**config.mk**
```make
export PLATFORM = sky130hd
export DESIGN_NAME = stream_flip_demapper
export DESIGN_NICKNAME = d
export VERILOG_FILES = /design/src/rtl/stream_flip_demapper.sv
export SDC_FILE = /design/constraint.sdc
export NUM_CORES = 1
export LEC_CHECK = 0
export ABC_AREA = 1
export ABC_CLOCK_PERIOD_IN_PS = 7000
export CORE_MARGIN = 2
export CORE_UTILIZATION = 57
export DETAILED_ROUTE_END_ITERATION = 10
export GPL_TIMING_DRIVEN = 1
export PLACE_DENSITY_LB_ADDON = 0.2
export SYNTH_ARGS = -nofsm -noshare
export SYNTH_HDL_FRONTEND = slang
export SYNTH_SLANG_ARGS = --single-unit
```
**constraint.sdc**
```tcl
create_clock -name clk -period 7 [get_ports clk]
set_input_delay 1.75 -clock clk [delete_from_list [all_inputs] [get_ports clk]]
set_output_delay 1.75 -clock clk [all_outputs]
set_load 0.005 [all_outputs]
```
**src/rtl/stream_flip_demapper.sv**
```systemverilog
// stream_flip_demapper: two-stage valid/ready demapper turning per-symbol flip/rotation/polarity
// flags into a ranked flip index plus packed 2-bit payload, flagging and counting illegal frames.
module stream_flip_demapper #(
    parameter int N_SYM    = 7,
    parameter int MAX_FLIP = 2,
    parameter int ERR_W    = 16,
    localparam int N_PAT   = 1 + N_SYM + ((MAX_FLIP == 2) ? N_SYM * (N_SYM - 1) / 2 : 0),
    localparam int IDX_W   = $clog2(N_PAT),
    localparam int OUT_W   = IDX_W + 2 * N_SYM
) (
    input  logic             clk,
    input  logic             rst,
    input  logic             in_valid,
    output logic             in_ready,
    input  logic [N_SYM-1:0] in_flip,
    input  logic [N_SYM-1:0] in_rotation,
    input  logic [N_SYM-1:0] in_polarity,
    output logic             out_valid,
    input  logic             out_ready,
    output logic [OUT_W-1:0] out_data,
    output logic             out_err,
    output logic [ERR_W-1:0] err_cnt
);
    localparam int PW    = 2 * N_SYM;
    localparam int CNT_W = $clog2(N_SYM + 1);
    localparam int POS_W = $clog2(N_SYM);

    logic             w_en;
    logic [CNT_W-1:0] w_cnt;
    logic [CNT_W-1:0] w_slot;
    logic [PW-1:0]    w_pay;
    logic [POS_W-1:0] w_i;
    logic [POS_W-1:0] w_j;
    logic             w_got_i;
    logic             w_got_j;
    logic [IDX_W-1:0] w_base;
    logic [IDX_W-1:0] w_idx;
    logic             w_err;

    logic             r1_valid;
    logic [CNT_W-1:0] r1_cnt;
    logic [PW-1:0]    r1_pay;
    logic [POS_W-1:0] r1_i;
    logic [POS_W-1:0] r1_j;
    logic             r_out_valid;
    logic [OUT_W-1:0] r_out_data;
    logic             r_out_err;
    logic [ERR_W-1:0] r_err_cnt;

    assign w_en      = !r_out_valid || out_ready;
    assign in_ready  = w_en && !rst;
    assign out_valid = r_out_valid;
    assign out_data  = r_out_data;
    assign out_err   = r_out_err;
    assign err_cnt   = r_err_cnt;

    // Stage 1: weight, lowest two flip positions, and payload of unflipped symbols packed from bit 0
    always_comb begin
        w_cnt   = '0;
        w_slot  = '0;
        w_pay   = '0;
        w_i     = '0;
        w_j     = '0;
        w_got_i = 1'b0;
        w_got_j = 1'b0;
        for (int k = 0; k < N_SYM; k++) begin
            if (in_flip[k]) begin
                w_cnt = w_cnt + CNT_W'(1);
                if (!w_got_i) begin
                    w_i     = POS_W'(k);
                    w_got_i = 1'b1;
                end else if (!w_got_j) begin
                    w_j     = POS_W'(k);
                    w_got_j = 1'b1;
                end
            end else begin
                w_pay[2*w_slot +: 2] = {in_rotation[k], in_polarity[k]};
                w_slot               = w_slot + CNT_W'(1);
            end
        end
    end

    // Stage 2: pair rank = 1 + N_SYM + pairs starting below i + offset of j past i
    always_comb begin
        w_base = '0;
        for (int k = 0; k < N_SYM; k++)
            if (k < int'(r1_i)) w_base = w_base + IDX_W'(N_SYM - 1 - k);
        w_idx = (r1_cnt == CNT_W'(0)) ? '0 :
                (r1_cnt == CNT_W'(1)) ? IDX_W'(1) + IDX_W'(r1_i) :
                IDX_W'(1 + N_SYM) + w_base + IDX_W'(r1_j) - IDX_W'(r1_i) - IDX_W'(1);
        w_err = r1_cnt > CNT_W'(MAX_FLIP);
    end

    always_ff @(posedge clk) begin
        if (rst) begin
            r1_valid    <= 1'b0;
            r1_cnt      <= '0;
            r1_pay      <= '0;
            r1_i        <= '0;
            r1_j        <= '0;
            r_out_valid <= 1'b0;
            r_out_data  <= '0;
            r_out_err   <= 1'b0;
        end else if (w_en) begin
            r1_valid    <= in_valid;
            r1_cnt      <= w_cnt;
            r1_pay      <= w_pay;
            r1_i        <= w_i;
            r1_j        <= w_j;
            r_out_valid <= r1_valid;
            r_out_data  <= w_err ? '0 : {w_idx, r1_pay};
            r_out_err   <= w_err;
        end
    end

    always_ff @(posedge clk) begin
        if (rst)
            r_err_cnt <= '0;
        else if (r_out_valid && out_ready && r_out_err && !(&r_err_cnt))
            r_err_cnt <= r_err_cnt + ERR_W'(1);
    end
endmodule

```
==> results.md <==
- Status: completed
- Max-slew violation count: 0
- Clock Sinks: roughly 60
- Max_cap viols: 0
- Period utilisation layout: 0.924
- Synthesized area per cell: about 6.4 sq um
- Hold Buf Count CTS: 0
- WP data arrival: approximately 6.7 ns
- Multiplexer share of the synthesized area: 0
- Fin area: 0.00572 sq mm
- Final #Nets: 866
- Row count: 33
- DRC viols: 0
- Ports: 63
- Final hold vios: 0
- Switching share of power: 0.356
- Reg area: 0.00122 sq mm
- Worst-path clk slew: around 0.07 ns
- Leakage: approximately 2.5 nW
- Starting density of the core: 0.587
- Global-route wire length before repair: around 23000 um
- Final Total Pwr: 1.21 mW
- Worst setup endpoint: r1_pay[0]$_SDFFE_PP0N_
- Tightest Pin Transition: approximately 0.89 ns
- Clock Path Buffers: 2
- Critical Path RT: 7.26 ns
- Reg2reg end: out_data[18]$_SDFFE_PP0N_
- Clk pwr share: 0.312
- Diodes inserted: 0
- Asr flop ratio synth: 0
- YS warnings: 0
- Global routing usage on met1: 0.400
- Flop pwr share: 0.322
- Worst Path Buf+Inv: 9
- Logic pwr share: 0.366
- Core ar.: between 0.008 and 0.009 sq mm
- GR Util met3: 0.0470
- Initial antenna violation count: 0
- CTS Root Buffer Type: clkbuf_8
- Critical path fanouts, max: 10
- Post-CTS Setup Bufs: 0
- Initial DRT Pass Iterations: 5
- CP Depth: 28
- CP max stage delay: 0.57 ns
- Synth Area in XOR/XNOR: 0.0145
- Mapped cell area: 0.00482 sq mm
- ANT nets after route: 0
- Top delay family on crit path: adder cells
- Worst setup path startpoint: in_flip[0]
- Reg2reg path depth: 11
- Int Pwr: just under 0.8 mW
- Largest family of logic cells by synthesized area: simple AND/OR/NAND/NOR gates
- DRT iter0 DRCs: 401
- TritonCTS clock tree: built
- DP Area: 0.00548 sq mm
- Synth Area in Compound Gates: 0.154
- Area of the die: around 0.0092 sq mm
- Reg2reg setup slack: 3.97 ns
- Most frequent cells in the layout: nand2_1, inv_1, nand3_1, nor2_1, clkdlybuf4s50_1
- Vias in the first global route: 4992
- I/O Buffers: 62
- Most common cell after layout, fill and taps aside: nand2_1
- Layout fillers: 725
- Max H-tree Level: 3
- Critical-path top delay cell: clkdlybuf4s50_1
- Later-pin clock latency in the skew report: approximately 0.34 ns
- Avg WL per Cell: 15.0 um
- Min-Delay Path Depth: 2
- RePlAce Congestion: around 0.95
- Fin cells: 918
- Routed WL: 13800 um
- CTS Buf Count: 9
- PwrDens: 212 mW/mm^2
- Vias per inst: about 5.8
- GRT overflow: 0
- Global route hottest layer: met2
- Post-Synthesis Cells: 756
- Layout cell share with drive strength beyond 1: 0.0763
- Tmin final: 6.47 ns
- Syn nets: 814
- Setup tns final: 0 ns
- Placed cells: 902
- Setup-failing EPs final: 0
- RSZ-0062 raised after global routing: false
- Top FF cell, synth: dfxtp_1
- Net switching power: 0.431 mW
- Crit start category: input pin
- Multi-input logic area: 0.00309 sq mm
- Setup CP Type: in2reg
- Met2 Use GR: 0.523
- Synth Area in Adders: 0.0934
- Worst Hold Class: reg2reg
- Post-synthesis simple-gate area fraction: 0.379
- Die width: between 90 and 100 um
- Total number of vias: between 5000 and 6000
- Reg2reg start: r1_i[1]$_SDFFE_PP0N_
- HPWL Detailed: roughly 11000 um
- Hold Path Origin: out_data[17]$_SDFFE_PP0N_
- Normalized max-slew margin: 0.405
- Final Util: 0.697
- Die Y: roughly 96 um
- Seq/Total Area, Yosys: 0.253
- Unique masters post-synth: 47
- Area delta synth->final: 18.7%
- Clk_skew: 0.00872 ns
- Gr usage total: 0.311
- CP Capture Type: flip-flop
- Post-synth EDFFs: 0
- Max Clk Rate: 155 MHz
- #FFs+latches synth: 61
- Largest net degree at the start of global routing: 48
- Worst VDD drop: 0.176 mV
==> power groups by stage <==
stage                     sequential [mW]  combinational [mW]  clock [mW]
after floorplan                     0.396               0.317           0
after global placement              0.397               0.421           0
after detailed placement            0.398               0.434           0
after CTS                           0.391               0.437       0.381
after global routing                0.394               0.501       0.394
final                               0.391               0.444       0.378
==> cell usage after synthesis (4+ instances only) <==
cell type,instances,area (sq um)
dfxtp_1,61,1220
o211ai_1,5,37.5
clkbuf_1,14,52.6
inv_1,91,342
nor3_1,22,110
buf_2,4,20.0
nor2_1,64,240
xnor2_1,7,61.3
nand4_1,22,138
ha_1,28,350
nand2_1,184,691
a21oi_1,40,200
nor2_2,5,31.3
nand2_4,6,67.6
o21ai_0,45,225
nand3_1,76,380
nand2_2,13,81.3
fa_1,5,100
a31oi_1,9,56.3
nor4_1,4,25.0
==> stage by stage <==
stage | worst slack (ns) | hold WS (ns)
after global routing | 0.00577 | 0.488
after floorplan | 1.31 | 0.430
after CTS | 0.576 | 0.467
final | 0.531 | 0.465
after global placement | 0.467 | 0.439
after detailed placement | 0.248 | 0.451
==> kinds of logic (layout without fill, tap and decap cells) <==
kind of cell,Yosys count,in the layout
buffers and inverters,124,181
flip-flops,61,61
XOR/XNOR,8,8
AND/OR/NAND/NOR,403,403
adder cells (fa/ha/maj),33,33
AO/OA/AOI/OAI,127,127
==> how the worst min path moves through the flow <==
stage | to | slack [ns]
floorplan | r1_valid$_SDFFE_PP0N_ | 0.43
global placement | r1_valid$_SDFFE_PP0N_ | 0.44
detailed placement | out_valid$_SDFFE_PP0N_ | 0.45
CTS | out_data[17]$_SDFFE_PP0N_ | 0.47
global route | out_data[3]$_SDFFE_PP0N_ | 0.49
finish | out_data[17]$_SDFFE_PP0N_ | 0.47
==> timing repair <==
item	4_1_cts	5_1_grt
gates resized for setup	0	1
setup endpoints to repair	0	2
hold endpoints to repair	0	0
==> worst reg2reg max path, delay by kind of cell (launching register included) <==
kind            cells  cell delay (ns)
fa+ha+maj           3             1.09
compound gates      4             0.71
xor+xnor            2             0.40
flops               1             0.36
buf+inv             1             0.21
simple gates        1             0.14
==> area by class of cell <==
class | count | area share
clock inverter | 4 | 0.0166
sequential | 61 | 0.213
timing repair buffer | 68 | 0.116
clock buffer | 12 | 0.0254
inverter | 97 | 0.0649
tap | 105 | 0.0230
multi-input combinational | 571 | 0.540
==> per-layer routing <==
layer | vias up | part of all wire
met3 | 41 | 0.063
met2 | 202 | 0.47
met4 | 0 | 0.031
met5 | - | 0
met1 | 2465 | 0.44
li1 | 2613 | -
==> registers in the layout, summed over array words and instances, names as in the netlist <==
| name | count |
|---|---|
| r1_j | 3 |
| r1_valid | 1 |
| r1_cnt | 3 |
| r1_pay | 14 |
| out_data | 19 |
| err_cnt | 16 |
| out_valid | 1 |
| out_err | 1 |
| r1_i | 3 |
Power figures use the tool's default switching activity.
